## config.mk

```make
export PLATFORM = sky130hd
export DESIGN_NAME = i2c_target
export DESIGN_NICKNAME = d
export VERILOG_FILES = /design/src/rtl/i2c_target.sv
export SDC_FILE = /design/constraint.sdc
export NUM_CORES = 1
export LEC_CHECK = 0
export ABC_AREA = 1
export BUFFER_PORTS_ARGS = -buffer_cell sky130_fd_sc_hd__buf_2
export CAP_MARGIN = 20
export CELL_PAD_IN_SITES_DETAIL_PLACEMENT = 1
export CELL_PAD_IN_SITES_GLOBAL_PLACEMENT = 1
export CORE_MARGIN = 2
export CORE_UTILIZATION = 43
export CTS_BUF_LIST = sky130_fd_sc_hd__clkbuf_2 sky130_fd_sc_hd__clkbuf_4 sky130_fd_sc_hd__clkbuf_8
export CTS_CLUSTER_DIAMETER = 100
export DETAILED_ROUTE_END_ITERATION = 10
export PLACE_DENSITY_LB_ADDON = 0.1
export SETUP_SLACK_MARGIN = 0.05
export SYNTH_ARGS = -nofsm -noshare
export SYNTH_HDL_FRONTEND = slang
export SYNTH_SLANG_ARGS = --single-unit
export TNS_END_PERCENT = 10
```

## constraint.sdc

```tcl
create_clock -name clk -period 2 [get_ports clk]
set_input_delay 0.4 -clock clk [delete_from_list [all_inputs] [get_ports clk]]
set_output_delay 0.4 -clock clk [all_outputs]
set_load 0.05 [all_outputs]
```

## src/rtl/i2c_target.sv

```systemverilog
`default_nettype none
// +----------------------------------------------------------------------------+
// | Module      : i2c_target                                                   |
// | Description : I2C target (responder). Oversamples SCL/SDA on clk, detects   |
// |               START/STOP, matches a 7-bit address and exposes a register   |
// |               pointer with auto-increment on a simple register bus.        |
// | Ports       : clk, reset       - system clock, sync active-high reset      |
// |               scl_in, sda_in   - raw pad levels                             |
// |               sda_oe           - 1 pulls SDA low (open-drain)               |
// |               reg_addr/wdata/wr_en/rdata - register bus                     |
// |               busy, stop_seen  - transaction status                         |
// | Revision    : 1.0 - initial release                                        |
// +----------------------------------------------------------------------------+
module i2c_target #(
  parameter logic [6:0] DEV_ADDR = 7'h48,
  parameter int         PTR_W    = 8,
  parameter int         FILT     = 3
) (
  input  logic             clk,
  input  logic             reset,
  input  logic             scl_in,
  input  logic             sda_in,
  output logic             sda_oe,
  output logic [PTR_W-1:0] reg_addr,
  output logic [7:0]       reg_wdata,
  output logic             reg_wr_en,
  input  logic [7:0]       reg_rdata,
  output logic             busy,
  output logic             stop_seen
);

  typedef enum logic [2:0] {
    S_IDLE, S_ADDR, S_ACK, S_RX_PTR, S_RX_DATA, S_TX_DATA, S_M_ACK, S_IGNORE
  } state_t;

  // input conditioning
  logic            scl_s1_q, scl_s2_q, sda_s1_q, sda_s2_q;
  logic [FILT-1:0] scl_hist_q, scl_hist_d, sda_hist_q, sda_hist_d;
  logic            scl_f_q, scl_f_d, sda_f_q, sda_f_d;
  logic            scl_prev_q, sda_prev_q;
  logic            scl_rise, scl_fall, sda_rise, sda_fall, start_det, stop_det;

  // protocol state
  state_t          state_q, state_d, ack_to_q, ack_to_d;
  logic [3:0]      cnt_q, cnt_d;
  logic [7:0]      sh_q, sh_d, byte_in;
  logic            oe_q, oe_d, wr_q, wr_d, busy_q, busy_d, stop_q, stop_d;
  logic            ack_ph_q, ack_ph_d, mack_q, mack_d, load;
  logic [PTR_W-1:0] addr_q, addr_d;
  logic [7:0]      wdata_q, wdata_d;

  always_comb begin
    scl_hist_d = {scl_hist_q[FILT-2:0], scl_s2_q};
    sda_hist_d = {sda_hist_q[FILT-2:0], sda_s2_q};
    // a level is accepted only once FILT consecutive samples agree
    scl_f_d = (&scl_hist_q) ? 1'b1 : ((~|scl_hist_q) ? 1'b0 : scl_f_q);
    sda_f_d = (&sda_hist_q) ? 1'b1 : ((~|sda_hist_q) ? 1'b0 : sda_f_q);
  end

  assign scl_rise  =  scl_f_q & ~scl_prev_q;
  assign scl_fall  = ~scl_f_q &  scl_prev_q;
  assign sda_rise  =  sda_f_q & ~sda_prev_q;
  assign sda_fall  = ~sda_f_q &  sda_prev_q;
  assign start_det = sda_fall & scl_f_q;
  assign stop_det  = sda_rise & scl_f_q;
  assign byte_in   = {sh_q[6:0], sda_f_q};

  always_comb begin
    state_d  = state_q;
    ack_to_d = ack_to_q;
    cnt_d    = cnt_q;
    sh_d     = sh_q;
    oe_d     = oe_q;
    addr_d   = addr_q;
    wdata_d  = wdata_q;
    wr_d     = 1'b0;
    busy_d   = busy_q;
    stop_d   = 1'b0;
    ack_ph_d = ack_ph_q;
    mack_d   = mack_q;
    load     = 1'b0;

    // pointer advances the cycle after each write strobe
    if (wr_q) addr_d = addr_q + PTR_W'(1);

    if (stop_det) begin
      state_d = S_IDLE;
      oe_d    = 1'b0;
      busy_d  = 1'b0;
      stop_d  = 1'b1;
    end else if (start_det) begin
      state_d = S_ADDR;
      cnt_d   = 4'd0;
      oe_d    = 1'b0;
    end else begin
      case (state_q)
        S_ADDR, S_RX_PTR, S_RX_DATA: begin
          if (scl_rise) begin
            sh_d  = byte_in;
            cnt_d = cnt_q + 4'd1;
            if (cnt_q == 4'd7) begin
              cnt_d    = 4'd0;
              ack_ph_d = 1'b0;
              state_d  = S_ACK;
              if (state_q == S_ADDR) begin
                if (byte_in[7:1] == DEV_ADDR) begin
                  busy_d   = 1'b1;
                  ack_to_d = byte_in[0] ? S_TX_DATA : S_RX_PTR;
                end else begin
                  busy_d  = 1'b0;
                  state_d = S_IGNORE;
                end
              end else if (state_q == S_RX_PTR) begin
                addr_d   = PTR_W'(byte_in);
                ack_to_d = S_RX_DATA;
              end else begin
                wdata_d  = byte_in;
                wr_d     = 1'b1;
                ack_to_d = S_RX_DATA;
              end
            end
          end
        end
        S_ACK: begin
          // first fall after the 8th bit pulls SDA, the next one releases it
          if (scl_fall) begin
            if (!ack_ph_q) begin
              oe_d     = 1'b1;
              ack_ph_d = 1'b1;
            end else begin
              oe_d     = 1'b0;
              ack_ph_d = 1'b0;
              cnt_d    = 4'd0;
              if (ack_to_q == S_TX_DATA) load = 1'b1;
              else                       state_d = ack_to_q;
            end
          end
        end
        S_TX_DATA: begin
          if (scl_fall) begin
            if (cnt_q == 4'd8) begin
              oe_d    = 1'b0;
              mack_d  = 1'b0;
              state_d = S_M_ACK;
            end else begin
              oe_d  = ~sh_q[7];
              sh_d  = {sh_q[6:0], 1'b0};
              cnt_d = cnt_q + 4'd1;
            end
          end
        end
        S_M_ACK: begin
          if (scl_rise) begin
            if (sda_f_q) begin
              busy_d  = 1'b0;
              state_d = S_IGNORE;
            end else begin
              mack_d = 1'b1;
            end
          end else if (scl_fall && mack_q) begin
            load = 1'b1;
          end
        end
        default: ;
      endcase

      // latch a read byte and drive its MSB at the same fall
      if (load) begin
        sh_d    = {reg_rdata[6:0], 1'b0};
        oe_d    = ~reg_rdata[7];
        cnt_d   = 4'd1;
        addr_d  = addr_q + PTR_W'(1);
        state_d = S_TX_DATA;
      end
    end
  end

  always_ff @(posedge clk) begin
    if (reset) begin
      scl_s1_q   <= 1'b1;
      scl_s2_q   <= 1'b1;
      sda_s1_q   <= 1'b1;
      sda_s2_q   <= 1'b1;
      scl_hist_q <= '1;
      sda_hist_q <= '1;
      scl_f_q    <= 1'b1;
      sda_f_q    <= 1'b1;
      scl_prev_q <= 1'b1;
      sda_prev_q <= 1'b1;
      state_q    <= S_IDLE;
      ack_to_q   <= S_IDLE;
      cnt_q      <= 4'd0;
      sh_q       <= 8'd0;
      oe_q       <= 1'b0;
      addr_q     <= '0;
      wdata_q    <= 8'd0;
      wr_q       <= 1'b0;
      busy_q     <= 1'b0;
      stop_q     <= 1'b0;
      ack_ph_q   <= 1'b0;
      mack_q     <= 1'b0;
    end else begin
      scl_s1_q   <= scl_in;
      scl_s2_q   <= scl_s1_q;
      sda_s1_q   <= sda_in;
      sda_s2_q   <= sda_s1_q;
      scl_hist_q <= scl_hist_d;
      sda_hist_q <= sda_hist_d;
      scl_f_q    <= scl_f_d;
      sda_f_q    <= sda_f_d;
      scl_prev_q <= scl_f_q;
      sda_prev_q <= sda_f_q;
      state_q    <= state_d;
      ack_to_q   <= ack_to_d;
      cnt_q      <= cnt_d;
      sh_q       <= sh_d;
      oe_q       <= oe_d;
      addr_q     <= addr_d;
      wdata_q    <= wdata_d;
      wr_q       <= wr_d;
      busy_q     <= busy_d;
      stop_q     <= stop_d;
      ack_ph_q   <= ack_ph_d;
      mack_q     <= mack_d;
    end
  end

  assign sda_oe    = oe_q;
  assign reg_addr  = addr_q;
  assign reg_wdata = wdata_q;
  assign reg_wr_en = wr_q;
  assign busy      = busy_q;
  assign stop_seen = stop_q;

endmodule
`default_nettype wire
```

==> flow_metrics.py, run 1 <==
metrics = {
    "power_and_ir_drop": {
        "ir_worst_vdd_mv": 0.436,
        "p_switching_mw": 1.14,
        "pwr-share-comb_pct": 31.2,
        "switching_share_pct": 36.8,
        "clockPowerShare_pct": 24.7,
        "p_seq_share_pct": 44.1,
        "p_leak_nw": 1.55,
        "cellPowerDensity_mw_per_mm2": 906,
        "intPower_mw": 1.95,
    },
    "global_route": {
        "grt_pass1_wl_um": 14800,
        "use_met2_pct": 42.2,
        "grt_pass1_vias": 3041,
        "gr-total-overflow": 0,
        "top_usage_layer": "met2",
        "antenna_found_initial": 0,
        "grtUsageMet3_pct": 4.04,
        "track_usage_pct": 24.8,
        "grt_max_degree": 27,
        "grt_use_met1_pct": 33.0,
    },
    "cells_and_area": {
        "multi_input_area_sq_mm": 0.00158,
        "layout-drive-gt1-share_pct": 21.0,
        "seq_area_sq_mm": 0.00108,
        "syn_to_final_growth_pct": 17.4,
        "diodes": 0,
        "nNetsFinal": 496,
        "fillers": 871,
    },
    "sta": {
        "slew_viol_final": 0,
        "rsz0062_at_grt": "true",
        "tightest_slew_ns": 0.391,
        "hold_violations": 0,
        "finalSetupViolations": 0,
        "clock_skew_ns": 0.0110,
        "fin_ws_ns": 0.192,
        "period_needed_ns": 1.81,
        "fin_crit_sh_pct": 90.4,
        "slew-limit-headroom_pct": 73.8,
        "finalSetupTns_ns": 0,
        "max_freq_ghz": 0.553,
    },
    "critical_path": {
        "cp_slowest_cell": "dfxtp_1",
        "arrival_ns": 2.01,
        "path_max_fanout": 7,
        "worstSetupStartpointType": "register",
        "cp_top_family": "simple AND/OR/NAND/NOR gates",
        "max_stage_delay_ns": 0.39,
        "worstPathRequired_ns": 2.20,
        "path_buf_inv": 2,
        "crit_path_end_kind": "register",
        "critical_path_class": "reg -> reg",
        "crit_chain": "ha_1 > nand3_2 > nor2_4 > inv_2 > nor2_4 > inv_2 > or2_0 > o211ai_1 > a21oi_1",
    },
    "flow_run": {
        "drv_cap": 0,
    },
    "clocking": {
        "cts_root_buf": "clkbuf_8",
        "htreeDepth": 2,
        "insertion_delay_ns": 0.31,
        "hold_buffers": 0,
        "cts-buffers-inserted": 5,
        "tritoncts": "done",
        "path_clk_slew_ns": 0.10,
        "clockBufferDepth": 2,
        "cts.sink_count": 54,
    },
    "routing": {
        "wl_um": 8840,
        "routedWlPerCell_um": 15.8,
        "drt_iter0_markers": 162,
        "viasPerCell": 5.36,
        "antenna_left": 0,
        "drc": 0,
        "vias": 2996,
        "first_pass_iters": 4,
    },
    "floorplan": {
        "start_util_pct": 45.1,
        "core_sq_mm": 0.00642,
        "rows": 29,
        "die_h_um": 86.1,
        "die_w_um": 86.1,
        "pin_count": 32,
        "die_area_sq_mm": 0.00741,
    },
    "placement": {
        "port_buffers": 31,
        "dpl.hpwl_um": 6430,
        "routabilityCongestion": 0.938,
        "dp_slack_ns": 0.0540,
    },
    "logic_synthesis": {
        "ys_seq_elements": 54,
        "synth_nets": 451,
        "ys_warn_count": 0,
        "synth_top_area_share_pct": 37.3,
        "synthCells": 436,
        "seq_area_frac_synth_pct": 37.3,
        "synth_area_leader_cell": "dfxtp_1",
        "synth_area_leaders": "dfxtp_1 (37%), nand2_1 (11%), nor2_1 (9.6%), nand3_1 (5.5%), a21oi_1 (5.2%)",
        "netlist_area_sq_mm": 0.00290,
        "yosys.cell_types.count": 31,
        "syn_avg_cell_area_sq_um": 6.65,
    },
    "status": {
        "status": "complete, no violations",
    },
    "hold_path": {
        "hold_path.class": "in -> reg",
    },
}
==> layout make-up <==
| class | count | area share (%) |
|---|---|---|
| multi-input combinational | 316 | 46.4 |
| clock inverter | 2 | 1.10 |
| tap | 77 | 2.83 |
| sequential | 54 | 31.9 |
| inverter | 54 | 6.03 |
| clock buffer | 6 | 2.24 |
| timing repair buffer | 50 | 9.49 |
==> final timing paths <==
kind                                       startpoint                        to  slack (ns)  cells past startpoint
worst max-delay path            cnt_q[1]$_SDFFE_PP0P_    reg_addr[4]$_SDFF_PP0_        0.19                      9
worst min-delay path                           sda_in       sda_s1_q$_SDFF_PP1_        0.27                      2
worst max register to register  cnt_q[1]$_SDFFE_PP0P_    reg_addr[4]$_SDFF_PP0_        0.19                      9
worst min register to register    sda_s2_q$_SDFF_PP1_  sda_hist_q[0]$_SDFF_PP1_        0.42                      1
==> metal layers <==
| metal | vias to the layer above | wire length (um) |
|---|---|---|
| li1 | 1498 | - |
| met1 | 1415 | 4120 |
| met2 | 73 | 4230 |
| met3 | 10 | 386 |
| met4 | 0 | 103 |
| met5 | - | 0 |
==> power groups by stage <==
stage	combinational (mW)	sequential [mW]	clock (mW)
2_1_floorplan	0.701	1.32	0
3_3_place_gp	0.863	1.37	0
3_5_place_dp	0.884	1.38	0
4_1_cts	0.935	1.36	0.794
5_1_grt	1.09	1.39	0.820
6_report	0.961	1.36	0.762
==> state kept, by name, indices dropped and copies added (netlist names), 3 cells and up <==
signal and cells:
reg_wdata 8, sda_hist_q 3, state_q 3, reg_addr 8
scl_hist_q 3, ack_to_q 3, sh_q 8, cnt_q 4
==> metrics by stage <==
step	util, %	cell area [sq um]	hold WS [ns]	total power, mW	std cells
after CTS	52.1	3340	0.261	3.09	555
final	53.0	3400	0.273	3.08	559
after global routing	53.0	3400	0.265	3.30	559
after floorplan	-	2900	0.389	2.02	436
after global placement	50.0	3210	0.392	2.23	546
after detailed placement	50.0	3210	0.399	2.27	546
==> synth_stat cells <==
cell	instances
o21bai_1	1
nand2_1	83
o21a_1	1
or2_2	10
xor2_1	7
nand3b_2	1
buf_2	4
a21oi_4	1
nand3_1	32
dfxtp_1	54
nand3_2	4
a21boi_1	1
ha_1	3
clkbuf_1	7
nor2_4	1
nor3_1	7
nor2_1	74
nand4_1	5
a21oi_1	30
o211ai_1	5
o22ai_1	2
a211oi_1	9
o21ai_0	22
nor2_2	5
o21ai_1	7
buf_6	1
inv_1	40
inv_2	14
nand3b_1	2
nand2_2	2
or2_0	1
==> placed cells by master, fill, tap and decap left out, types with 13 or more instances in the layout <==
cell | synthesis | layout
buf_2 | 4 | 31
nand2_1 | 83 | 83
nor2_1 | 74 | 74
inv_2 | 14 | 13
o21ai_0 | 22 | 22
inv_1 | 40 | 40
buf_4 | 0 | 17
nand3_1 | 32 | 31
a21oi_1 | 30 | 29
dfxtp_1 | 54 | 51
==> cells by family after synthesis <==
| group | Yosys count | share of synthesized area [%] |
|---|---|---|
| AO/OA/AOI/OAI | 79 | 15.6 |
| XOR/XNOR | 7 | 2.12 |
| adder cells (fa/ha/maj) | 3 | 1.30 |
| buffers and inverters | 66 | 8.98 |
| flip-flops | 54 | 37.3 |
| AND/OR/NAND/NOR | 227 | 34.7 |
==> worst reg2reg max path: stages, from the launching register on <==
cell and delay (ns):
dfxtp_1 0.39, ha_1 0.22, nand3_2 0.15, nor2_4 0.18
inv_2 0.06, nor2_4 0.20, inv_2 0.10, or2_0 0.21
o211ai_1 0.10, a21oi_1 0.10
==> timing repair <==
item,in CTS,in global routing
pin swaps,0,2
endpoints found under the setup margin,8,25
resized for setup,0,9
setup buffers,1,4
(Power assumes the default switching activity.)
==> run 2, diff against run 1 <==
Settings changed: CORE_UTILIZATION 43 to 46.
Clock period 2 ns to 2.1 ns, I/O delays scaled along.
==> run 2 against run 1 <==
Sequential power shrank 5%; cell count is 2.0% lower; maximum frequency down 4.5%; core utilization up 2.2 points; via count shrank 0.20%; non-clock buffer count down 9.
==> flow_metrics.py, run 2 (synthesized netlist as in run 1, its figures left out) <==
metrics = {
    "sta": {
        "tightest_slew_ns": 0.407,
        "slew-limit-headroom_pct": 72.7,
        "finalSetupViolations": 0,
        "period_needed_ns": 1.89,
        "fin_crit_sh_pct": 90.2,
        "slew_viol_final": 0,
        "fin_ws_ns": 0.206,
        "rsz0062_at_grt": "true",
        "clock_skew_ns": 0.0175,
        "hold_violations": 0,
        "max_freq_ghz": 0.528,
    },
    "critical_path": {
        "path_buf_inv": 2,
        "r2r_start": "state_q[1]$_SDFFE_PP0P_",
        "cp_top_family": "simple AND/OR/NAND/NOR gates",
        "crit_start": "state_q[1]$_SDFFE_PP0P_",
        "crit_path_end_kind": "register",
        "path_max_fanout": 6,
        "r2r-end": "state_q[0]$_SDFFE_PP0P_",
        "arrival_ns": 2.13,
        "reg2reg_depth": 11,
        "crit_chain": "inv_2 > nand3_1 > inv_2 > nor2_1 > nand3_1 > nand3_1 > nand2_1 > nand2_1 > nand2_1 > nand2_1 > nor2_1",
        "reg2reg_slack_ns": 0.21,
        "max_stage_delay_ns": 0.46,
        "cp_slowest_cell": "dfxtp_1",
        "critical_path_class": "reg -> reg",
        "worstPathRequired_ns": 2.33,
        "cpMostUsedCell": "nand2_1",
        "worstSetupStartpointType": "register",
    },
    "cells_and_area": {
        "final_cell_mix": "nand2_1 (83), nor2_1 (73), dfxtp_1 (54)",
        "diodes": 0,
        "layout_commonest_cell": "nand2_1",
        "stdcell_area_sq_mm": 0.00331,
        "nNetsFinal": 487,
        "syn_to_final_growth_pct": 14.1,
        "layout-drive-gt1-share_pct": 18.6,
    },
    "routing": {
        "highest_layer": "met4",
        "vias": 2990,
        "routedWlPerCell_um": 15.8,
        "route.met2.wl_um": 4020,
        "wl_um": 8680,
        "routed-wl-met3_um": 382,
        "first_pass_iters": 4,
        "drc": 0,
        "viasPerCell": 5.46,
        "met1_length_um": 4160,
        "antenna_left": 0,
        "drt_iter0_markers": 132,
    },
    "power_and_ir_drop": {
        "ir_worst_vdd_mv": 0.498,
        "clockPowerShare_pct": 25.7,
        "switching_share_pct": 37.8,
        "pwr-share-comb_pct": 30.7,
        "cellPowerDensity_mw_per_mm2": 896,
        "p_seq_share_pct": 43.5,
        "p_leak_nw": 1.51,
        "intPower_mw": 1.84,
        "p_switching_mw": 1.12,
    },
    "hold_path": {
        "hold_path_depth": 2,
        "hold_path_end": "sda_s1_q$_SDFF_PP1_",
        "worstHoldStart": "sda_in",
        "hold_path.class": "in -> reg",
    },
    "clocking": {
        "cts-buffers-inserted": 5,
        "path_clk_slew_ns": 0.12,
        "cts_root_buf": "clkbuf_8",
        "tritoncts": "done",
        "insertion_delay_ns": 0.33,
        "clockBufferDepth": 2,
        "htreeDepth": 2,
        "cts.sink_count": 54,
    },
    "global_route": {
        "grt_pass1_wl_um": 14600,
        "track_usage_pct": 25.8,
        "grt_max_degree": 27,
        "antenna_found_initial": 0,
        "gr-total-overflow": 0,
        "grt_pass1_vias": 2976,
    },
    "floorplan": {
        "core_sq_mm": 0.00599,
        "die_w_um": 83.4,
        "pin_count": 32,
        "die_h_um": 83.4,
        "start_util_pct": 48.4,
        "rows": 28,
        "die_area_sq_mm": 0.00695,
    },
    "placement": {
        "dpl.hpwl_um": 6330,
        "dp_slack_ns": 0.0929,
        "placed_area_sq_mm": 0.00315,
        "port_buffers": 31,
        "routabilityCongestion": 0.965,
    },
    "status": {
        "status": "complete, no violations",
    },
    "flow_run": {
        "drv_cap": 0,
    },
}
[run 2: cell types whose count changed in the layout (fill, tap and decap cells not counted), moves of 2 or more]
| cell | change |
|---|---|
| dfxtp_2 | -3 |
| buf_4 | -8 |
| nor2_2 | +2 |
| inv_6 | +2 |
| dfxtp_1 | +3 |
[run 2: worst max path at each step]
stage | end | depth (start not counted) | slack [ns]
2_1_floorplan | reg_addr[5]$_SDFF_PP0_ | 9 | 0.32
3_3_place_gp | reg_addr[4]$_SDFF_PP0_ | 9 | 0.21
3_5_place_dp | sh_q[6]$_SDFFE_PP0P_ | 9 | 0.09
4_1_cts | sh_q[4]$_SDFFE_PP0P_ | 10 | 0.18
5_1_grt | cnt_q[2]$_SDFFE_PP0P_ | 10 | -0.006
6_report | state_q[0]$_SDFFE_PP0P_ | 11 | 0.21
[run 2: worst register-to-register path, delay by kind of cell, from the launching register on]
kind                   cells  cell delay, ns
buffers and inverters      2            0.20
DFF                        1            0.46
and+or+nand+nor            9            1.15
[run 2: final cells by class]
cell class | instances | area, sq um
Clock buffer | 5 | 68.8
Clock inverter | 3 | 47.5
Fill cell | 842 | 2690
Inverter | 54 | 203
Multi-Input combinational cell | 316 | 1570
Sequential cell | 54 | 1080
Tap cell | 75 | 93.8
Timing Repair Buffer | 41 | 243
[run 2: routing by layer]
layer | track usage (%) | up-vias
met2 | 41.1 | 65
met5 | 0 | -
met3 | 4.87 | 10
met4 | 7.45 | 0
li1 | - | 1483
met1 | 35.5 | 1432
[run 2: power by group through the flow]
stage                     registers [mW]  clock network, mW  logic (mW)
final                               1.29              0.763       0.910
after global routing                1.30              0.811        1.05
after CTS                           1.29              0.771       0.901
after detailed placement            1.31                  0       0.843
after global placement              1.31                  0       0.796
after floorplan                     1.26                  0       0.667
[run 2: stage by stage]
step	std cells	TNS [ns]	hold slack [ns]	power [mW]	util (%)
global route	548	-0.00586	0.264	3.17	55.2
CTS	548	0	0.274	2.96	55.0
global placement	538	0	0.397	2.10	52.6
floorplan	436	0	0.389	1.93	-
detailed placement	538	0	0.400	2.15	52.6
finish	548	0	0.275	2.96	55.2
[run 2: timing repair]
action                                  in CTS  in global routing
pin swaps                                    1                  0
resized for setup                            0                  3
endpoints found under the setup margin       2                 14
hold buffers                                 0                  0
setup buffers                                2                  0
